<file path="config.mk">
export PLATFORM = sky130hd
export DESIGN_NAME = row_rmw_scheduler_flat
export DESIGN_NICKNAME = d
export VERILOG_FILES = /design/src/rtl/row_rmw_scheduler_if.sv /design/src/rtl/row_rmw_scheduler.sv /design/src/flat_wrapper.sv
export SDC_FILE = /design/constraint.sdc
export NUM_CORES = 1
export LEC_CHECK = 0
export ABC_AREA = 1
export CORE_AREA = 2 2 313 315
export DETAILED_ROUTE_END_ITERATION = 7
export DIE_AREA = 0 0 315 317
export PLACE_DENSITY = 0.51
export RECOVER_POWER = 100
export SETUP_SLACK_MARGIN = 0.5
export SYNTH_ARGS = -nofsm -noshare
export SYNTH_HDL_FRONTEND = slang
export SYNTH_SLANG_ARGS = --single-unit
export TNS_END_PERCENT = 1
</file>
<file path="constraint.sdc">
create_clock -name clock -period 1.94 [get_ports clock]
set_input_delay 0.485 -clock clock [delete_from_list [all_inputs] [get_ports clock]]
set_output_delay 0.485 -clock clock [all_outputs]
set_load 0.1 [all_outputs]
</file>
<file path="src/rtl/row_rmw_scheduler_if.sv">
// Requester, RAM read-port and RAM write-port signals of the row RMW scheduler.
// The scheduler takes the slave view; requesters and the RAM together form the master view.
interface row_rmw_scheduler_if #(
    parameter int NREQ = 4
);
    logic                 EnableChange;
    logic [NREQ-1:0]      req;
    logic [NREQ*11-1:0]   req_addr;
    logic [NREQ*48-1:0]   req_element;
    logic [NREQ*3-1:0]    req_slot;
    logic [NREQ-1:0]      ack;
    logic                 err;
    logic                 busy;
    logic [10:0]          ReadAddress1;
    logic [255:0]         ReadBus1;
    logic                 WE;
    logic [10:0]          WriteReq;
    logic [255:0]         WriteBus;

    modport master (
        output EnableChange, req, req_addr, req_element, req_slot, ReadBus1,
        input  ack, err, busy, ReadAddress1, WE, WriteReq, WriteBus
    );

    modport slave (
        input  EnableChange, req, req_addr, req_element, req_slot, ReadBus1,
        output ack, err, busy, ReadAddress1, WE, WriteReq, WriteBus
    );
endinterface

</file>
<file path="src/rtl/row_rmw_scheduler.sv">
// Round-robin arbiter that serialises 48-bit slot updates into 256-bit RAM rows
// as read / merge / write-back sequences, one at a time.
//
// state | meaning
// IDLE  | waiting for EnableChange and a request; grants the round-robin winner
// RD    | row read in flight; merges the element on the last read-latency edge
// WR    | write-back (or error) cycle; ack/WE high, pointer advances
module row_rmw_scheduler #(
    parameter int NREQ     = 4,
    parameter int READ_LAT = 2
) (
    input  logic                   clock,
    input  logic                   reset,
    row_rmw_scheduler_if.slave     bus
);
    localparam int IDX_W = (NREQ > 1) ? $clog2(NREQ) : 1;
    localparam int CNT_W = (READ_LAT > 1) ? $clog2(READ_LAT) : 1;
    localparam logic [CNT_W-1:0] LAST_CNT = CNT_W'(READ_LAT - 1);
    localparam logic [IDX_W-1:0] LAST_IDX = IDX_W'(NREQ - 1);

    typedef enum logic [1:0] {IDLE, RD, WR} state_t;

    state_t             state, stateNxt;
    logic [IDX_W-1:0]   rrPtr, rrPtrNxt;
    logic [IDX_W-1:0]   winner, winnerNxt;
    logic [CNT_W-1:0]   cnt, cntNxt;
    logic [47:0]        elemQ, elemNxt;
    logic [2:0]         slotQ, slotNxt;
    logic [NREQ-1:0]    ackQ, ackNxt;
    logic               errQ, errNxt;
    logic               busyQ, busyNxt;
    logic               weQ, weNxt;
    logic [10:0]        readAddr, readAddrNxt;
    logic [10:0]        writeAddr, writeAddrNxt;
    logic [255:0]       writeData, writeDataNxt;

    logic               grantFound;
    logic [IDX_W-1:0]   grantIdx;
    logic [255:0]       merged;

    // First requester at or after rrPtr, wrapping.
    always_comb begin
        grantFound = 1'b0;
        grantIdx   = '0;
        for (int k = 0; k < NREQ; k++) begin
            if (!grantFound && bus.req[(int'(rrPtr) + k) % NREQ]) begin
                grantFound = 1'b1;
                grantIdx   = IDX_W'((int'(rrPtr) + k) % NREQ);
            end
        end
    end

    // Slots 5..7 do not exist; the top 16 bits of a row are never touched.
    always_comb begin
        merged = bus.ReadBus1;
        for (int s = 0; s < 5; s++) begin
            if (slotQ == 3'(s)) merged[s*48 +: 48] = elemQ;
        end
    end

    always_ff @(posedge clock or negedge reset) begin
        if (!reset) state <= IDLE;
        else        state <= stateNxt;
    end

    always_comb begin
        stateNxt     = state;
        rrPtrNxt     = rrPtr;
        winnerNxt    = winner;
        cntNxt       = cnt;
        elemNxt      = elemQ;
        slotNxt      = slotQ;
        ackNxt       = ackQ;
        errNxt       = errQ;
        busyNxt      = busyQ;
        weNxt        = weQ;
        readAddrNxt  = readAddr;
        writeAddrNxt = writeAddr;
        writeDataNxt = writeData;
        case (state)
            IDLE: begin
                if (bus.EnableChange && grantFound) begin
                    winnerNxt   = grantIdx;
                    readAddrNxt = bus.req_addr[int'(grantIdx)*11 +: 11];
                    elemNxt     = bus.req_element[int'(grantIdx)*48 +: 48];
                    slotNxt     = bus.req_slot[int'(grantIdx)*3 +: 3];
                    cntNxt      = '0;
                    busyNxt     = 1'b1;
                    stateNxt    = RD;
                end
            end
            RD: begin
                cntNxt = cnt + CNT_W'(1);
                if (cnt == LAST_CNT) begin
                    stateNxt       = WR;
                    ackNxt         = '0;
                    ackNxt[winner] = 1'b1;
                    if (slotQ <= 3'd4) begin
                        weNxt        = 1'b1;
                        writeAddrNxt = readAddr;
                        writeDataNxt = merged;
                    end else begin
                        errNxt = 1'b1;
                    end
                end
            end
            WR: begin
                weNxt    = 1'b0;
                ackNxt   = '0;
                errNxt   = 1'b0;
                busyNxt  = 1'b0;
                rrPtrNxt = (winner == LAST_IDX) ? '0 : winner + IDX_W'(1);
                stateNxt = IDLE;
            end
            default: stateNxt = IDLE;
        endcase
    end

    always_ff @(posedge clock or negedge reset) begin
        if (!reset) begin
            rrPtr     <= '0;
            winner    <= '0;
            cnt       <= '0;
            elemQ     <= '0;
            slotQ     <= '0;
            ackQ      <= '0;
            errQ      <= 1'b0;
            busyQ     <= 1'b0;
            weQ       <= 1'b0;
            readAddr  <= '0;
            writeAddr <= '0;
            writeData <= '0;
        end else begin
            rrPtr     <= rrPtrNxt;
            winner    <= winnerNxt;
            cnt       <= cntNxt;
            elemQ     <= elemNxt;
            slotQ     <= slotNxt;
            ackQ      <= ackNxt;
            errQ      <= errNxt;
            busyQ     <= busyNxt;
            weQ       <= weNxt;
            readAddr  <= readAddrNxt;
            writeAddr <= writeAddrNxt;
            writeData <= writeDataNxt;
        end
    end

    assign bus.ack          = ackQ;
    assign bus.err          = errQ;
    assign bus.busy         = busyQ;
    assign bus.WE           = weQ;
    assign bus.ReadAddress1 = readAddr;
    assign bus.WriteReq     = writeAddr;
    assign bus.WriteBus     = writeData;
endmodule

</file>
<file path="src/flat_wrapper.sv">
// flat-port wrapper written by rule: the top's interface ports become plain ports
module row_rmw_scheduler_flat 
#(
    parameter int NREQ     = 4,
    parameter int READ_LAT = 2
)
  (clock, reset, bus_EnableChange, bus_req, bus_req_addr, bus_req_element, bus_req_slot, bus_ReadBus1, bus_ack, bus_err, bus_busy, bus_ReadAddress1, bus_WE, bus_WriteReq, bus_WriteBus);
  row_rmw_scheduler_if #(.NREQ(NREQ)) bus_i ();
  input  logic clock;
  input  logic reset;
  input wire logic [$bits(bus_i.EnableChange)-1:0] bus_EnableChange;
  input wire logic [$bits(bus_i.req)-1:0] bus_req;
  input wire logic [$bits(bus_i.req_addr)-1:0] bus_req_addr;
  input wire logic [$bits(bus_i.req_element)-1:0] bus_req_element;
  input wire logic [$bits(bus_i.req_slot)-1:0] bus_req_slot;
  input wire logic [$bits(bus_i.ReadBus1)-1:0] bus_ReadBus1;
  output wire logic [$bits(bus_i.ack)-1:0] bus_ack;
  output wire logic [$bits(bus_i.err)-1:0] bus_err;
  output wire logic [$bits(bus_i.busy)-1:0] bus_busy;
  output wire logic [$bits(bus_i.ReadAddress1)-1:0] bus_ReadAddress1;
  output wire logic [$bits(bus_i.WE)-1:0] bus_WE;
  output wire logic [$bits(bus_i.WriteReq)-1:0] bus_WriteReq;
  output wire logic [$bits(bus_i.WriteBus)-1:0] bus_WriteBus;
  assign bus_i.EnableChange = bus_EnableChange;
  assign bus_i.req = bus_req;
  assign bus_i.req_addr = bus_req_addr;
  assign bus_i.req_element = bus_req_element;
  assign bus_i.req_slot = bus_req_slot;
  assign bus_i.ReadBus1 = bus_ReadBus1;
  assign bus_ack = bus_i.ack;
  assign bus_err = bus_i.err;
  assign bus_busy = bus_i.busy;
  assign bus_ReadAddress1 = bus_i.ReadAddress1;
  assign bus_WE = bus_i.WE;
  assign bus_WriteReq = bus_i.WriteReq;
  assign bus_WriteBus = bus_i.WriteBus;
  row_rmw_scheduler #(.NREQ(NREQ), .READ_LAT(READ_LAT)) u_core (.clock(clock), .reset(reset), .bus(bus_i));
endmodule
</file>
Word level (Yosys, flattened, before mapping) --
Index checks and enable logic that the tools add are counted.
Operators by class: equality and inequality tests 11, magnitude comparators 7, bitwise operators 3, multiplexer cells 42, divide/modulo/power cells 0, add/sub/neg operators 5, multipliers 3, reduce and logical (&&, ||, !) cells 24, shift operators 3
Operators by type and width (number):
- $mux W48 | 5
- $shiftx A192 B32 Y48 | 1
- $shiftx A44 B32 Y11 | 1
- $shiftx A12 B32 Y3 | 1
- $mux W1 | 18
- $mux W2 | 7
- $lt A3 B4 Y1 const B | 3
- $reduce_and A2 Y1 | 5
- $reduce_and A3 Y1 | 3
- $bmux W1 S2 | 4
- $mul A2 B2 Y4 const B | 2
- $pmux W1 S2 | 4
- $pmux W4 S2 | 1
- $eq A3 B2 Y1 const B | 2
- $lt A2 B3 Y1 const B | 2
- $mul A2 B4 Y6 const B | 1
- $ne A2 B1 Y1 const B | 3
- $reduce_bool A2 Y1 | 3
- $reduce_or A2 Y1 | 3
- $logic_and A1 B1 Y1 | 5
- $add A2 B1 Y2 const B | 2
- $add A2 B2 Y2 const B | 2
- $eq A2 B2 Y1 const B | 2
- $mux W4 | 1
- 13 further kinds | 17
Word-level totals: output and inout bits 285, ROM bits 0, memories 0, bits in registers 343, RAM bits 0, input port bits 511, word-level logic and storage cells 111, latch bits 0

Logic depth before layout (Yosys ltp) --
depth after elaboration 17, depth in mapped cells 17

Least setup slack after synthesis --
No wires, ideal clock.
path type register to register, from register u_core.rrPtr[0], to register u_core.readAddr[3] (netlist: u_core.bus.ReadAddress1[3]), arrival time 1783 ps, data required time 1814 ps, path slack 32 ps, setup time 126 ps, cell stages (with the launch flop) 15, cells stage by stage dfrtp_1 buf_6 inv_4 nand2_1 nand3_1 nand2_1 nor2_2 nand3_1 buf_4 nand3_4 buf_6 buf_2 o21ai_0 nand2_1 nand3_1
Between the ends: longest elaborated chain between the ends 14, elaborated cells on any way between the ends 32, classes of those cells 3 x add/sub; 1 x mul; 1 x shift; 19 x mux; 8 x reduce/logical
Ends and longest elaborated chain:
- start, declared | line row_rmw_scheduler.sv:24 | logic [IDX_W-1:0] rrPtr, rrPtrNxt;
- start signal, assigned | line row_rmw_scheduler.sv:134 | rrPtr <= rrPtrNxt;
- $add A2 B1 Y2 or $bmux W1 S2 (tied branches) | line row_rmw_scheduler.sv:46, row_rmw_scheduler.sv:48
- $bmux W1 S2 or $mux W1 (tied branches) | line row_rmw_scheduler.sv:46 | if (!grantFound && bus.req[(int'(rrPtr) + k) % NREQ]) begin
- $mux W1 (not written as such) | line row_rmw_scheduler.sv:46
- $mux W1 (not written as such) or $logic_not A1 Y1 (tied branches) | line row_rmw_scheduler.sv:46
- $logic_and A1 B1 Y1 | line row_rmw_scheduler.sv:46
- $mux W1 | line row_rmw_scheduler.sv:46
- $logic_not A1 Y1 | line row_rmw_scheduler.sv:46
- $logic_and A1 B1 Y1 | line row_rmw_scheduler.sv:46
- $mux W1 | line row_rmw_scheduler.sv:46
- $logic_not A1 Y1 | line row_rmw_scheduler.sv:46
- $logic_and A1 B1 Y1 | line row_rmw_scheduler.sv:46
- $mux W2 or $mux W1 (tied branches) | line row_rmw_scheduler.sv:46
- $mul A2 B4 Y6 or $logic_and A1 B1 Y1 (tied branches) | line row_rmw_scheduler.sv:84, row_rmw_scheduler.sv:82
- $shiftx A44 B32 Y11 or $reduce_and A2 Y1 (tied branches)
- end signal, assigned | line row_rmw_scheduler.sv:143 | readAddr <= readAddrNxt;
- end, declared | line row_rmw_scheduler.sv:33 | logic [10:0] readAddr, readAddrNxt;
Several ways; a longest one is shown, not always the timed one. The select of a mux whose other input is x is not followed. A chain may end at the register's enable or synchronous reset.

Worst setup path after layout --
from register u_core.rrPtr[0], to register u_core.elemQ[39]
Between the ends: longest elaborated chain between the ends 14, elaborated cells on any way between the ends 32, classes of those cells 3 x add/sub; 1 x mul; 1 x shift; 19 x mux; 8 x reduce/logical
Ends and longest elaborated chain:
- $add A2 B1 Y2 or $bmux W1 S2 (tied branches) | line row_rmw_scheduler.sv:46, row_rmw_scheduler.sv:48
- $bmux W1 S2 or $mux W1 (tied branches) | line row_rmw_scheduler.sv:46
- $mux W1 (not written as such) | line row_rmw_scheduler.sv:46
- $mux W1 (not written as such) or $logic_not A1 Y1 (tied branches) | line row_rmw_scheduler.sv:46
- $logic_and A1 B1 Y1 | line row_rmw_scheduler.sv:46
- $mux W1 | line row_rmw_scheduler.sv:46
- $logic_not A1 Y1 | line row_rmw_scheduler.sv:46
- $logic_and A1 B1 Y1 | line row_rmw_scheduler.sv:46
- $mux W1 | line row_rmw_scheduler.sv:46
- $logic_not A1 Y1 | line row_rmw_scheduler.sv:46
- $logic_and A1 B1 Y1 | line row_rmw_scheduler.sv:46
- $mux W2 or $mux W1 (tied branches) | line row_rmw_scheduler.sv:46
- $mul A2 B2 Y4 or $logic_and A1 B1 Y1 (tied branches) | line row_rmw_scheduler.sv:85, row_rmw_scheduler.sv:82
- $shiftx A192 B32 Y48 or $reduce_and A2 Y1 (tied branches)
- end signal, assigned | line row_rmw_scheduler.sv:137 | elemQ <= elemNxt;
- end, declared | line row_rmw_scheduler.sv:27 | logic [47:0] elemQ, elemNxt;
Several ways; a longest one is shown, not always the timed one. The select of a mux whose other input is x is not followed.

==> impl_metrics.ini <==
[grt]
grt_pass1_wl_um = 149900
grt_usage_pct = 20.44
first_global_vias = 20960
grt_start_max_net_pins = 49
overflow = 0
antenna_found_initial = 21

[synth]
netlist.area_leader.share_pct = 47.84
yosysMostFrequentCell = nand2_1
netlist_area_um2 = 17940
yosys-top-cells-area = dfrtp_1, nand2_1, o21ai_0
synth_nets = 2994
ys_seq_elements = 343
synth-seq-area-share_pct = 47.84
synthCells = 2479
synth_area_leader_cell = dfrtp_1
synth_top_flop_cell = dfrtp_1
synthTopCellsByCount = nand2_1, o21ai_0, dfrtp_1
ys_async_sr_fraction_pct = 100.0
avgSynthCellArea_um2 = 7.237
ys_types = 24
synth_edf_count = 0
yosys_warnings = 0

[timing]
skew_ns = 0.02898
fin_crit_sh_pct = 111.6
rsz0062_at_grt = true
fmax_mhz = 461.7
slew_viol_final = 0
hold_viol = 0
tightest_slew_ns = 0.7975
setup_slack_ns = -0.2258
setup_viol = 162
finalCriticalPeriod_ns = 2.166
slew_headroom_pct = 46.84

[finish]
fillers = 10280
final_area_um2 = 31780
drive_gt1_share_pct = 25.33
area_growth_pct = 77.13
fin_nets = 3853
layout.cells.non_filler = 4655

[placement]
dp_slack_ns = -0.6981
dpl_cell_area_um2 = 31670
port_buffers = 795
gp_congestion = 0.8549
place_hpwl_um = 80570
placedCellCount = 4542

[critical_path]
cp_max_fo = 7
crit_path_end_kind = flip-flop
cp_data_required_time_ns = 2.42
cp-start-kind = flip-flop
path_class = flip-flop to flip-flop
arrival_ns = 2.64

[clock_tree]
cts_tree = built
cts_buffer_depth = 3
cts_made_buffers = 45
root_buffer = clkbuf_16
htreeDepth = 2
clkSinkCount = 343
clock_latency_ns = 0.61
worst_setup_hold_path_clk_slew_ns = 0.06

[floorplanning]
initial_core_util_pct = 18.63
design.core.area_um2 = 96280
fp-row-count = 114
fp.dieW_um = 315
die_y_um = 317
io_pins = 796
dieArea_um2 = 99860

[drt]
via_per_inst = 4.481
wirelength_um = 106800
wire_per_inst_um = 22.94
drt_iter0_markers = 1553
first_pass_iters = 5
drcViolationCount = 0
via_count = 20860
ant_nets = 0

[outcome]
status = complete, but fails checks
violations = setup timing

[job]
drv_cap = 0

[min_path]
min_path_type = input port to flip-flop
==> metal layers <==
| layer | GRT usage [%] | wire length, um | part of all wire (%) |
|---|---|---|---|
| met1 | 26.15 | 45530 | 43 |
| met2 | 34.73 | 51100 | 48 |
| met3 | 4.428 | 7193 | 6.7 |
| met4 | 5.422 | 2822 | 2.6 |
| met5 | 0 | 160 | 0.15 |
==> flip-flops by register name (all words and copies together), names as in the netlist, 2 cells and up <==
| name | cells |
|---|---|
| u_core.bus.ReadAddress1 | 11 |
| u_core.bus.WriteBus | 256 |
| u_core.bus.WriteReq | 11 |
| u_core.bus.ack | 4 |
| u_core.elemQ | 48 |
| u_core.rrPtr | 2 |
| u_core.slotQ | 3 |
| u_core.state | 2 |
| u_core.winner | 2 |
==> per-stage QoR <==
stage                     hold slack (ns)  setup TNS, ns  util [%]
final                              0.4411         -18.91     33.01
after global routing               0.4386         -75.53     33.00
after detailed placement           0.3757         -39.28     32.89
after floorplan                    0.1894              0         -
after CTS                          0.3293         -7.244     36.08
after global placement             0.3794         -38.85     32.89
==> repair_timing <==
item | CTS | global route
setup buffers | 11 | 2
pin swaps | 105 | 63
hold buffers | 1 | 0
hold endpoints to repair | 17 | 0
gates resized for setup | 451 | 157
cloned | 8 | 3
endpoints found under the setup margin | 620 | 620
==> path summary, 6_finish.rpt <==
kind | start | cells past startpoint | slack, ns | endpoint
setup / recovery | u_core.rrPtr[0]$_DFFE_PN0P_ | 16 | -0.23 | u_core.elemQ[39]$_DFFE_PN0P_
hold / removal | bus_ReadBus1[250] | 3 | 0.44 | u_core.bus.WriteBus[250]$_DFFE_PN0P_
setup reg to reg | u_core.rrPtr[0]$_DFFE_PN0P_ | 16 | -0.23 | u_core.elemQ[39]$_DFFE_PN0P_
hold reg to reg | u_core.bus.WriteBus[251]$_DFFE_PN0P_ | 2 | 0.47 | u_core.bus.WriteBus[251]$_DFFE_PN0P_
max in group asynchronous | reset | 4 | 0 | u_core.bus.WriteBus[175]$_DFFE_PN0P_
min in group asynchronous | reset | 2 | 0.52 | u_core.bus.WriteBus[144]$_DFFE_PN0P_
==> logic make-up (layout without fill, tap and decap cells) <==
group	Yosys count	after routing	synth area share (%)
flops	343	343	47.84
simple gates	1181	1181	27.54
other cells	0	7	0
buf+inv	419	1312	9.492
fa+ha+maj	4	4	0.2790
compound gates	532	532	14.85
==> worst max-delay path, stage by stage (launching register included) <==
cell and delay [ns]:
dfrtp_2 0.50, buf_6 0.17, nand2_2 0.05, nand2_2 0.05, nand2_2 0.07, nand2_2 0.07
nor2_4 0.16, nand3_4 0.11, nand3_4 0.15, buf_12 0.15, buf_12 0.15, clkbuf_16 0.16
nand2_1 0.05, nand3_1 0.06, nand2_1 0.05, nand2_1 0.05, nand2_1 0.04
==> cell usage in the layout (no fill, tap or decap), drive strengths merged, types with 2 or more instances in the layout <==
cell,instances
bufinv,3
clkdlybuf4s50,509
nand2,678
dfrtp,343
nand3,121
ha,4
clkbuf,332
clkinv,12
bufbuf,3
nand4,128
nor2,253
a21oi,97
clkinvlp,2
o21ai,434
inv,234
diode,7
buf,216
==> layout make-up <==
type	count	area [um2]	area share (%)
inverters	233	918.4	2.890
repair buffers	997	10360	32.59
flip-flops and latches	343	8588	27.02
well taps	1276	1597	5.024
clock buffers	64	1308	4.114
diodes	7	17.52	0.05512
clock inverters	17	191.4	0.6024
multi-input cells	1717	8797	27.68
repair inverters	1	6.256	0.01969
Power is not shown: default switching activity piles up to over one toggle a cycle in this logic, so the estimate is an artifact.
